**src/rtl/nes_joypad.sv**
```systemverilog
// NES controller port pair: synchronizes raw buttons, masks opposing
// directions, applies frame-based turbo to A/B and serializes through
// the standard 4016/4017 strobe/clock shift-register protocol.
module nes_joypad #(
    parameter int unsigned TURBO_HALF = 2
) (
    input  logic       clk,
    input  logic       reset,
    input  logic       ce,
    input  logic       joypad_strobe,
    input  logic [1:0] joypad_clock,
    output logic [1:0] joypad_data,
    input  logic [7:0] buttons_p1,
    input  logic [7:0] buttons_p2,
    input  logic [3:0] turbo_en,
    input  logic       frame_tick
);

    localparam int unsigned BTN_W = 8;
    localparam int unsigned CNT_W = 4;
    localparam int unsigned PORTS = 2;
    localparam logic [CNT_W-1:0] CNT_LAST = CNT_W'(TURBO_HALF - 1);

    logic [BTN_W-1:0]            p1_meta;
    logic [BTN_W-1:0]            p1_sync;
    logic [BTN_W-1:0]            p2_meta;
    logic [BTN_W-1:0]            p2_sync;
    logic [BTN_W-1:0]            eff_p1;
    logic [BTN_W-1:0]            eff_p2;
    logic [CNT_W-1:0]            turbo_cnt;
    logic                        turbo_phase;
    logic [PORTS-1:0][BTN_W-1:0] shreg;
    logic [PORTS-1:0]            clk_prev;
    logic [PORTS-1:0]            clk_rise;

    // Clear both bits of an opposing direction pair when both are pressed.
    function automatic logic [BTN_W-1:0] mask_dirs(input logic [BTN_W-1:0] b);
        logic [BTN_W-1:0] r;
        r = b;
        if (b[4] && b[5]) r[5:4] = 2'b00;
        if (b[6] && b[7]) r[7:6] = 2'b00;
        return r;
    endfunction

    // Two-flop synchronizers for the asynchronous button inputs, free-running.
    always_ff @(posedge clk or negedge reset) begin
        if (!reset) begin
            p1_meta <= '0;
            p1_sync <= '0;
            p2_meta <= '0;
            p2_sync <= '0;
        end else begin
            p1_meta <= buttons_p1;
            p1_sync <= p1_meta;
            p2_meta <= buttons_p2;
            p2_sync <= p2_meta;
        end
    end

    // Turbo phase generator: toggles every TURBO_HALF qualified frame ticks.
    always_ff @(posedge clk or negedge reset) begin
        if (!reset) begin
            turbo_cnt   <= '0;
            turbo_phase <= 1'b0;
        end else if (ce && frame_tick) begin
            if (turbo_cnt == CNT_LAST) begin
                turbo_cnt   <= '0;
                turbo_phase <= ~turbo_phase;
            end else begin
                turbo_cnt <= turbo_cnt + CNT_W'(1);
            end
        end
    end

    // Effective buttons: direction masking plus turbo gating of A and B.
    always_comb begin
        eff_p1 = mask_dirs(p1_sync);
        eff_p2 = mask_dirs(p2_sync);
        if (turbo_en[0] && !turbo_phase) eff_p1[0] = 1'b0;
        if (turbo_en[1] && !turbo_phase) eff_p1[1] = 1'b0;
        if (turbo_en[2] && !turbo_phase) eff_p2[0] = 1'b0;
        if (turbo_en[3] && !turbo_phase) eff_p2[1] = 1'b0;
    end

    assign clk_rise = joypad_clock & ~clk_prev;

    // Serial protocol: continuous reload while strobed, else shift on read edges.
    always_ff @(posedge clk or negedge reset) begin
        if (!reset) begin
            shreg    <= '0;
            clk_prev <= '0;
        end else if (ce) begin
            clk_prev <= joypad_clock;
            if (joypad_strobe) begin
                shreg[0] <= eff_p1;
                shreg[1] <= eff_p2;
            end else begin
                for (int n = 0; n < PORTS; n++) begin
                    if (clk_rise[n]) shreg[n] <= {1'b1, shreg[n][BTN_W-1:1]};
                end
            end
        end
    end

    // Serial output straight from bit0 of each shift register.
    assign joypad_data = {shreg[1][0], shreg[0][0]};

endmodule
```
**config.mk**
```make
export PLATFORM = sky130hd
export DESIGN_NAME = nes_joypad
export DESIGN_NICKNAME = d
export VERILOG_FILES = /design/src/rtl/nes_joypad.sv
export SDC_FILE = /design/constraint.sdc
export NUM_CORES = 1
export LEC_CHECK = 0
export ABC_AREA = 0
export BUFFER_PORTS_ARGS = -buffer_cell sky130_fd_sc_hd__buf_4
export CORE_UTILIZATION = 54
export DETAILED_ROUTE_END_ITERATION = 8
export PLACE_DENSITY_LB_ADDON = 0.25
export SETUP_SLACK_MARGIN = 0.4
export SLEW_MARGIN = 20
export SYNTH_ARGS = -nofsm -noshare
export SYNTH_HDL_FRONTEND = slang
export SYNTH_SLANG_ARGS = --single-unit
```
**constraint.sdc**
```tcl
create_clock -name clk -period 2.23 [get_ports clk]
set_input_delay 0.446 -clock clk [delete_from_list [all_inputs] [get_ports clk]]
set_output_delay 0.446 -clock clk [all_outputs]
set_load 0.02 [all_outputs]
```
==> key figures <==
Routing
  • Remaining antenna violation count: 0
  • DR pass1 iterations: 4
  • DR iter-0 viols: 42
  • Via count: 1078
  • DR WL/cell: 13.2 um
  • DRC violations left: 0
  • Vias per Instance: 5.08
  • Final WL: 2.79 mm

Critical path
  • Reg2reg start: clk_prev[1]$_DFFE_PN0P_
  • Crit path capture type: flop
  • CP startpoint kind: flop
  • Crit path max-delay cell type: o21a_1
  • CP Max Fanout: 8
  • CP required: 2.42 ns
  • Delay of the slowest critical-path stage: 0.42 ns
  • Critical path, cell by cell: nor2b_1 -> o21a_1 -> mux2_4
  • Worst setup path startpoint: clk_prev[1]$_DFFE_PN0P_
  • Crit path DAT: 1.57 ns
  • WS Path Type: reg -> reg

Synthesis
  • Synth Area in XOR/XNOR: 1.74%
  • Synth Area in Adders: 0%
  • Number of synthesized register bits: 55
  • Multiplexer area fraction after synthesis: 12.7%
  • Post-synthesis sequential area ratio: 68.4%
  • Post-Syn Area: 0.00201 mm2
  • Simple-Gate Fraction of Synth Area: 6.46%
  • Avg Cell Area, Syn: 14.6 um2
  • Syn Nets: 165
  • Syn Inst Count: 138
  • Synth warn: 0
  • Compound-gate portion of the synthesized area: 5.72%
  • Largest family of logic cells by synthesized area: multiplexers
  • Netlist cell types: 23

Finish
  • Fillers: 254
  • Antenna cell count: 0
  • Layout area overhead: 15.1%
  • Fin nets: 192
  • Most common cell after layout, fill and taps aside: dfrtp_1
  • Final non-filler cell total: 212
  • Share of layout cells above drive strength 1: 27.7%
  • Commonest non-fill, non-tap cells in the layout: dfrtp_1 (55), buf_4 (28), inv_1 (10), mux2_4 (10), nand2_1 (9)
  • Fin area: 0.00232 mm2

STA
  • Final setup margin: 0.849 ns
  • Final hold viol count: 0
  • Max Fclk: 724 MHz
  • Worst-margin pin slew: 0.643 ns
  • Clock skew: 0.00650 ns
  • Relative slew slack: 57.1%
  • Final-report setup violation count: 0
  • RSZ-0062 raised after global routing: no
  • Fin crit period: 1.38 ns
  • Period utilization: 61.9%
  • Max Transition Viols Final: 0
  • Setup TNS: 0 ns

Power and ir drop
  • Power Density: 888 mW/mm2
  • Flop pwr share: 57.9%
  • VDD IR-drop max: 0.429 mV
  • Int Pwr: 1570 uW
  • Leakage: 0.00110 uW
  • Sw Ratio: 23.5%
  • Switching power: 483 uW
  • Clock power frac: 27.5%
  • Logic pwr share: 14.6%

Clock tree
  • CTS sink count: 55
  • Root Driver: clkbuf_8
  • Post-CTS sizing: 0
  • Total CTS buffers: 5
  • Worst-Skew Late Latency: 0.30 ns
  • Postcts setup bufs: 0
  • Hold-fix buffers, CTS: 0
  • H-tree Lvls: 2
  • Clock Pin Slew Worst Setup and Hold Paths: 0.08 ns
  • Clk buf depth: 2
  • CTS tree: yes

Placement
  • Cell Area, Placed: 0.00222 mm2
  • Dpl hpwl: 1.89 mm
  • Cells after DPL: 204
  • I/O Buffers: 28
  • Pre-CTS WS: 0.574 ns
  • Placer Congestion: 0.684

Run
  • Max_cap viols: 0

Global route
  • M3 GR Usage: 6.52%
  • Global-route wire length before repair: 4.84 mm
  • Number of global-route vias before repair: 1125
  • Initial antenna violation count: 0
  • Met1 global-route usage: 18.4%
  • GRT Overall Usage: 16.7%
  • Grt ovf: 0
  • Busiest metal layer after global routing: met2
  • Largest net degree at the start of global routing: 56
  • Met2 Track Usage GR: 28.6%

Die
  • Die Wd: 63.1 um
  • Die height: 63.1 um
  • Initial core utilization: 58.5%
  • IO Count: 29
  • Die ar.: 0.00398 mm2
  • Standard-cell rows: 21
  • Core area: 0.00344 mm2

Status
  • Status: completed

Hold path
  • Min-delay worst type: in -> async
-- cell families (layout without fill, tap and decap cells) --
| group | count (synthesis) | count (layout) |
|---|---|---|
| xor gates and xnor gates | 4 | 4 |
| AOI/OAI and AO/OA | 18 | 18 |
| and+or+nand+nor | 23 | 23 |
| DFF | 55 | 55 |
| muxes | 20 | 20 |
| buffers and inverters | 18 | 46 |
-- critical path: cells and delay by family, from the launching register on --
kind | cells | cell delay, ns
AO/OA/AOI/OAI | 1 | 0.42
flip-flops | 1 | 0.38
multiplexers | 1 | 0.34
AND/OR/NAND/NOR | 1 | 0.13
-- per-layer routing --
metal / wire [um] / part of all wire [%] / up-vias
met2: 1400 / 50 / 27
li1: - / - / 510
met5: 0 / 0 / -
met3: 166 / 5.9 / 6
met1: 1170 / 42 / 535
met4: 58 / 2.1 / 0
-- synth_stat cells, drive strengths merged --
library cell / n / area share [%]
nor2b: 6 / 1.9
mux2: 14 / 9.7
xnor2: 3 / 1.3
o22ai: 6 / 1.9
o21ai: 4 / 0.99
nand3: 2 / 0.50
inv: 10 / 1.9
o211ai: 2 / 0.75
o21a: 4 / 1.5
a31oi: 2 / 0.62
nand3b: 2 / 0.75
dfrtp: 55 / 68
and3: 1 / 0.31
and2b: 2 / 0.75
xor2: 1 / 0.44
nor4: 1 / 0.62
nand2: 9 / 1.7
mux2i: 6 / 3.0
buf: 8 / 3.2
-- per-stage QoR --
step / util [%] / hold WS [ns] / power [uW]
global route: 67.3 / 0.219 / 2160
CTS: 67.3 / 0.189 / 2080
detailed placement: 64.4 / 0.337 / 1520
floorplan: - / 0.150 / 1420
global placement: 64.4 / 0.332 / 1490
finish: 67.3 / 0.164 / 2060
-- worst paths after layout --
check | slack, ns | depth (start not counted) | endpoint
setup reg to reg | 0.85 | 3 | joypad_data[1]$_DFFE_PN0P_
max in group asynchronous | 1.63 | 1 | p2_sync[5]$_DFF_PN0_
hold reg to reg | 0.35 | 0 | p2_sync[3]$_DFF_PN0_
min in group clk | 0.24 | 1 | p1_meta[4]$_DFF_PN0_
hold / removal | 0.16 | 1 | p2_sync[1]$_DFF_PN0_
setup / recovery | 0.85 | 3 | joypad_data[1]$_DFFE_PN0P_
-- registers in the layout, summed over array words and instances (netlist names) --
signal       count
turbo_cnt        4
joypad_data      2
p1_sync          8
turbo_phase      1
p1_meta          8
p2_meta          8
shreg           14
clk_prev         2
p2_sync          8
-- power groups by stage --
stage	clock network, uW	registers (uW)	logic, uW
floorplan	0	1180	232
global placement	0	1200	291
detailed placement	0	1210	305
CTS	582	1190	306
global route	624	1210	335
finish	565	1190	300
-- area by class of cell --
class	count	area, um2	share of cell area [%]
clock buffers	8	100	4.32
flip-flops and latches	55	1380	59.4
inverters	10	37.5	1.62
multi-input cells	65	536	23.1
well taps	46	57.6	2.48
repair buffers	28	210	9.07
No activity file was read; power rests on OpenSTA's default activity.
